--- config.mk ---
export PLATFORM = sky130hd
export DESIGN_NAME = cmd_parser
export DESIGN_NICKNAME = d
export VERILOG_FILES = /design/src/rtl/glitcher_pkg.sv /design/src/rtl/cmd_parser_pulse_stretch.sv /design/src/rtl/cmd_parser.sv
export SDC_FILE = /design/constraint.sdc
export NUM_CORES = 1
export LEC_CHECK = 0
export CAP_MARGIN = 20
export CORE_ASPECT_RATIO = 1.75
export CORE_UTILIZATION = 45
export CTS_CLUSTER_SIZE = 30
export DETAILED_ROUTE_END_ITERATION = 16
export PLACE_DENSITY = 0.75
export SYNTH_ARGS = -nofsm -noshare
export SYNTH_HDL_FRONTEND = slang
export SYNTH_SLANG_ARGS = --single-unit
--- constraint.sdc ---
create_clock -name clk -period 3 [get_ports clk]
set_clock_uncertainty 0.2 [all_clocks]
set_input_delay 0.3 -clock clk [delete_from_list [all_inputs] [get_ports clk]]
set_output_delay 0.3 -clock clk [all_outputs]
set_load 0.02 [all_outputs]
--- src/rtl/glitcher_pkg.sv ---
// Shared types and command bytes for the host-side glitcher protocol.
package glitcher_pkg;

  typedef enum logic [1:0] {
    ST_IDLE,
    ST_CMD,
    ST_ARG,
    ST_PASS
  } state_t;

  typedef enum logic [2:0] {
    SEL_WIDTH,
    SEL_PULSES,
    SEL_DELAY0,
    SEL_DELAY1,
    SEL_DELAY2,
    SEL_DELAY3
  } sel_t;

  localparam logic [7:0] CMD_PREFIX = 8'h00;
  localparam logic [7:0] CMD_RST    = 8'hFF;
  localparam logic [7:0] CMD_BRST   = 8'hFE;
  localparam logic [7:0] CMD_WIDTH  = 8'h10;
  localparam logic [7:0] CMD_PULSES = 8'h11;
  localparam logic [7:0] CMD_DELAY0 = 8'h20;
  localparam logic [7:0] CMD_DELAY1 = 8'h21;
  localparam logic [7:0] CMD_DELAY2 = 8'h22;
  localparam logic [7:0] CMD_DELAY3 = 8'h23;

  // Replace one byte lane of the 32-bit delay register.
  function automatic logic [31:0] set_lane(input logic [31:0] d, input logic [1:0] lane,
                                           input logic [7:0] b);
    logic [31:0] r;
    r = d;
    r[{lane, 3'b000} +: 8] = b;
    return r;
  endfunction

endpackage

--- src/rtl/cmd_parser_pulse_stretch.sv ---
// Stretches a start strobe into a BRST_CYCLES-long board reset, with arm on its last cycle.
module pulse_stretch
  import glitcher_pkg::*;
#(
  parameter int BRST_CYCLES = 16
) (
  input  logic clk,
  input  logic rst,
  input  logic start,
  output logic board_rst,
  output logic arm
);

  localparam int CW = $clog2(BRST_CYCLES + 1);

  // cnt holds the number of high cycles still to come after the current one.
  logic [CW-1:0] cnt;

  always_ff @(posedge clk) begin
    if (!rst) begin
      cnt       <= '0;
      board_rst <= 1'b0;
      arm       <= 1'b0;
    end else if (start) begin
      cnt       <= CW'(BRST_CYCLES - 1);
      board_rst <= 1'b1;
      arm       <= (BRST_CYCLES == 1);
    end else if (board_rst && cnt != '0) begin
      cnt <= cnt - CW'(1);
      arm <= (cnt == CW'(1));
    end else begin
      board_rst <= 1'b0;
      arm       <= 1'b0;
    end
  end

endmodule

--- src/rtl/cmd_parser.sv ---
// Host protocol decoder: 0x00-prefixed commands and length-prefixed passthrough frames.
module cmd_parser
  import glitcher_pkg::*;
#(
  parameter logic [7:0]  WIDTH_RST   = 8'd1,
  parameter logic [7:0]  PULSES_RST  = 8'd0,
  parameter logic [31:0] DELAY_RST   = 32'd0,
  parameter int          BRST_CYCLES = 16,
  parameter int          TIMEOUT     = 120000
) (
  input  logic        clk,
  input  logic        rst,
  input  logic [7:0]  rx_data,
  input  logic        rx_valid,
  output logic [7:0]  width,
  output logic [7:0]  pulses,
  output logic [31:0] delay,
  output logic        glitch_rst,
  output logic        board_rst,
  output logic        arm,
  output logic [7:0]  pt_data,
  output logic        pt_valid,
  output logic        err
);

  localparam int TW = $clog2(TIMEOUT);
  localparam logic [TW-1:0] TMO_LAST = TW'(TIMEOUT - 1);

  state_t        state, state_n;
  sel_t          sel, sel_n;
  logic [7:0]    remain, remain_n;
  logic [TW-1:0] tmo, tmo_n;
  logic [7:0]    rx_q;
  logic          rx_vq;
  logic [7:0]    width_n, pulses_n, pt_data_n;
  logic [31:0]   delay_n;
  logic          glitch_rst_n, pt_valid_n, err_n, brst_start;

  // Incoming bytes are registered once, then decoded into registered outputs.
  always_ff @(posedge clk) begin
    if (!rst) begin
      rx_q       <= '0;
      rx_vq      <= 1'b0;
      state      <= ST_IDLE;
      sel        <= SEL_WIDTH;
      remain     <= '0;
      tmo        <= '0;
      width      <= WIDTH_RST;
      pulses     <= PULSES_RST;
      delay      <= DELAY_RST;
      glitch_rst <= 1'b0;
      pt_data    <= '0;
      pt_valid   <= 1'b0;
      err        <= 1'b0;
    end else begin
      rx_q       <= rx_data;
      rx_vq      <= rx_valid;
      state      <= state_n;
      sel        <= sel_n;
      remain     <= remain_n;
      tmo        <= tmo_n;
      width      <= width_n;
      pulses     <= pulses_n;
      delay      <= delay_n;
      glitch_rst <= glitch_rst_n;
      pt_data    <= pt_data_n;
      pt_valid   <= pt_valid_n;
      err        <= err_n;
    end
  end

  always_comb begin
    state_n      = state;
    sel_n        = sel;
    remain_n     = remain;
    tmo_n        = tmo;
    width_n      = width;
    pulses_n     = pulses;
    delay_n      = delay;
    pt_data_n    = pt_data;
    glitch_rst_n = 1'b0;
    pt_valid_n   = 1'b0;
    err_n        = 1'b0;
    brst_start   = 1'b0;
    if (rx_vq) begin
      tmo_n = '0;
      case (state)
        ST_IDLE: begin
          if (rx_q == CMD_PREFIX) begin
            state_n = ST_CMD;
          end else begin
            state_n  = ST_PASS;
            remain_n = rx_q;
          end
        end
        ST_CMD: begin
          state_n = ST_IDLE;
          case (rx_q)
            CMD_RST: begin
              width_n      = WIDTH_RST;
              pulses_n     = PULSES_RST;
              delay_n      = DELAY_RST;
              glitch_rst_n = 1'b1;
            end
            CMD_BRST:   brst_start = 1'b1;
            CMD_WIDTH:  begin sel_n = SEL_WIDTH;  state_n = ST_ARG; end
            CMD_PULSES: begin sel_n = SEL_PULSES; state_n = ST_ARG; end
            CMD_DELAY0: begin sel_n = SEL_DELAY0; state_n = ST_ARG; end
            CMD_DELAY1: begin sel_n = SEL_DELAY1; state_n = ST_ARG; end
            CMD_DELAY2: begin sel_n = SEL_DELAY2; state_n = ST_ARG; end
            CMD_DELAY3: begin sel_n = SEL_DELAY3; state_n = ST_ARG; end
            default:    err_n = 1'b1;
          endcase
        end
        ST_ARG: begin
          state_n = ST_IDLE;
          case (sel)
            SEL_WIDTH:  width_n  = rx_q;
            SEL_PULSES: pulses_n = rx_q;
            SEL_DELAY0: delay_n  = set_lane(delay, 2'd0, rx_q);
            SEL_DELAY1: delay_n  = set_lane(delay, 2'd1, rx_q);
            SEL_DELAY2: delay_n  = set_lane(delay, 2'd2, rx_q);
            SEL_DELAY3: delay_n  = set_lane(delay, 2'd3, rx_q);
            default:    width_n  = width;
          endcase
        end
        ST_PASS: begin
          pt_valid_n = 1'b1;
          pt_data_n  = rx_q;
          remain_n   = remain - 8'd1;
          if (remain == 8'd1) state_n = ST_IDLE;
        end
        default: state_n = ST_IDLE;
      endcase
    end else if (state != ST_IDLE) begin
      // A byte landing on the final cycle takes the branch above instead.
      if (tmo == TMO_LAST) begin
        state_n  = ST_IDLE;
        err_n    = 1'b1;
        tmo_n    = '0;
        remain_n = '0;
      end else begin
        tmo_n = tmo + TW'(1);
      end
    end
  end

  pulse_stretch #(
    .BRST_CYCLES(BRST_CYCLES)
  ) u_pulse_stretch (
    .clk      (clk),
    .rst      (rst),
    .start    (brst_start),
    .board_rst(board_rst),
    .arm      (arm)
  );

endmodule
==> reports/metrics.cfg <==
[outcome]
status=complete, no violations

[grt]
grt_first_pass_wirelength_mm=17.8
grt_pass1_vias=3710
grt.total_usage_pct=21.6
grt-ovfl-total=0
antenna_found_initial=0
grt_max_degree=52

[detailed_routing]
vias=3783
ant_nets=0
vias_per_cell=5.51
dr.pass1.iters=4
wire_per_inst_um=15.7
first_iter_violations=151
drcViolationCount=0
wirelength_mm=10.8

[placement]
port_buffers=71
post-dp-hpwl_mm=7.99
pre_cts_ws_ns=0.673
gp_congestion=0.815

[clocking]
cts_tree=yes
cts_buffers=9
cts.sinks=105
cts-root-buf=clkbuf_16
clk_latency_ns=0.35
clkTransAtPathRegs_ns=0.07
cts_resized=0
ctsHoldBuffers=0
clockBufferDepth=2
htree_levels=3
post_cts_buffers=0

[layout]
synthToLayoutAreaGrowth_pct=24.0
diodes=0
multi_input_area_sq_um=2310
ff_latch_area_sq_um=2100
num-fill-cells=894
fin_nets=579
layout-drive-gt1-share_pct=8.36
final_common_cell=dfxtp_1
final_cell_mix=dfxtp_1 (105), clkdlybuf4s50_1 (70), nand2_1 (64)

[floorplan]
rows=48
die_y_um=135
io_pins=72
die_w_um=78.2
core_area_sq_um=9850
dieArea_sq_um=10600
start_util_pct=46.4

[setup_path]
worstPathRequired_ns=3.03
r2r-end=tmo[3]
cp_max_fo=17
crit_type=reg2reg
regToRegStartpoint=state[0]
rr_worst_depth=7
startpoint_type=register
crit_path_end_kind=register
arrival_ns=2.35
r2r_slack_ns=0.68

[synth]
synth_edf_count=0
synth_ff_type=dfxtp_1
netlist_area_sq_um=4570
yosysTopAreaCellShare_pct=46.0
syn_inst=495
synth_cell_types=57
ys_seq_area_share_pct=46.0
yosys_warnings=0
yosysTopAreaCell=dfxtp_1
synth.area.top_cells=dfxtp_1 (46%), nand2_1 (5.3%), a32o_1 (3.9%)
synth.net_count=517
syn_area_per_cell_sq_um=9.24
ys_ff_latch=105
async_reset_ff_share_pct=0

[timing]
max_freq_mhz=431
finalHoldViolCount=0
worstMarginPinSlew_ns=0.818
grt_setup_unrepaired=no
period_needed_ns=2.32
setup_viol=0
drv_slew=0
fin_crit_sh_pct=77.4
timing.final.ws_setup_ns=0.678
relSlewSlack_pct=45.5
final.setup.tns_ns=0

[hold_path]
holdPathStages=2
hold_end=delay[4]
hold_path.class=reg2reg
holdCritStartpoint=delay[4]

[power]
p_leak_nw=2.01
worst_ir_drop_vdd_uv=312
power_density_nw_per_um2=478

[run]
max_cap_viol_count=0

==> per-stage QoR <==
step           util [%]  area (sq um)  power [mW]  instances  hold WS (ns)
3_5_place_dp       54.6          5380        1.61        671         0.256
6_report           57.6          5670        2.71        687         0.263
5_1_grt            57.6          5670        2.81        687         0.289
3_3_place_gp       54.6          5380        1.61        671         0.254
2_1_floorplan         -          4570        1.57        495         0.227
4_1_cts            57.6          5670        2.74        687         0.267
==> sequential cells by signal, indices dropped and copies added, names as in the netlist <==
name                       flops
delay                         32
tmo                           17
pt_data                        8
pulses                         8
remain                         8
rx_q                           8
width                          8
u_pulse_stretch.cnt            5
sel                            3
state                          2
err                            1
glitch_rst                     1
pt_valid                       1
rx_vq                          1
u_pulse_stretch.arm            1
u_pulse_stretch.board_rst      1
==> layout make-up <==
cell class / count / share of cell area [%]
Clock buffer: 9 / 3.97
Clock inverter: 7 / 1.10
Inverter: 11 / 0.728
Multi-Input combinational cell: 350 / 40.7
Sequential cell: 105 / 37.1
Tap cell: 125 / 2.76
Timing Repair Buffer: 80 / 13.6
==> critical path: stages, from the launching register on <==
cell      delay [ns]
dfxtp_1         0.38
inv_1           0.10
ha_1            0.31
nand4b_1        0.29
nor3_2          0.37
a21oi_1         0.17
nand2_2         0.29
nor2_1          0.10
==> synthesized netlist by cell type (12+ instances only) <==
master / count
a32o_1: 18
xnor2_1: 12
dfxtp_1: 105
o21ai_0: 17
clkbuf_1: 18
and3_1: 12
nand3_1: 34
and2_1: 12
nand2_1: 64
xor2_1: 12
nor2_1: 33
a21oi_1: 12
==> per-layer routing <==
metal / wire [um] / vias up / track usage, %
met4: 498 / 0 / 13.6
li1: - / 1882 / -
met2: 5880 / 65 / 39.6
met1: 4100 / 1799 / 22.5
met5: 0 / - / 0
met3: 276 / 37 / 3.50
==> kinds of logic after synthesis <==
logic type	share of synthesized area (%)
simple gates	23.8
flops	46.0
compound gates	16.4
buf+inv	3.56
xor+xnor	4.60
mux	2.65
fa+ha+maj	3.01
==> worst max-delay path by stage <==
stage	from	depth (start not counted)	to	slack [ns]
after CTS	state[0]	7	tmo[3]	0.67
after global placement	state[0]	7	tmo[2]	0.79
after floorplan	state[0]	8	tmo[11]	0.89
after global routing	state[0]	7	tmo[6]	0.46
final	state[0]	7	tmo[3]	0.68
after detailed placement	state[0]	7	tmo[11]	0.67
==> power breakdown <==
group	leakage, nW	internal [mW]	switching, mW
logic	1.02	0.0616	0.0877
clock network	0.139	0.579	0.550
registers	0.849	1.41	0.0253
total	2.01	2.05	0.663
Note: power is estimated with default switching activity, not from simulation.
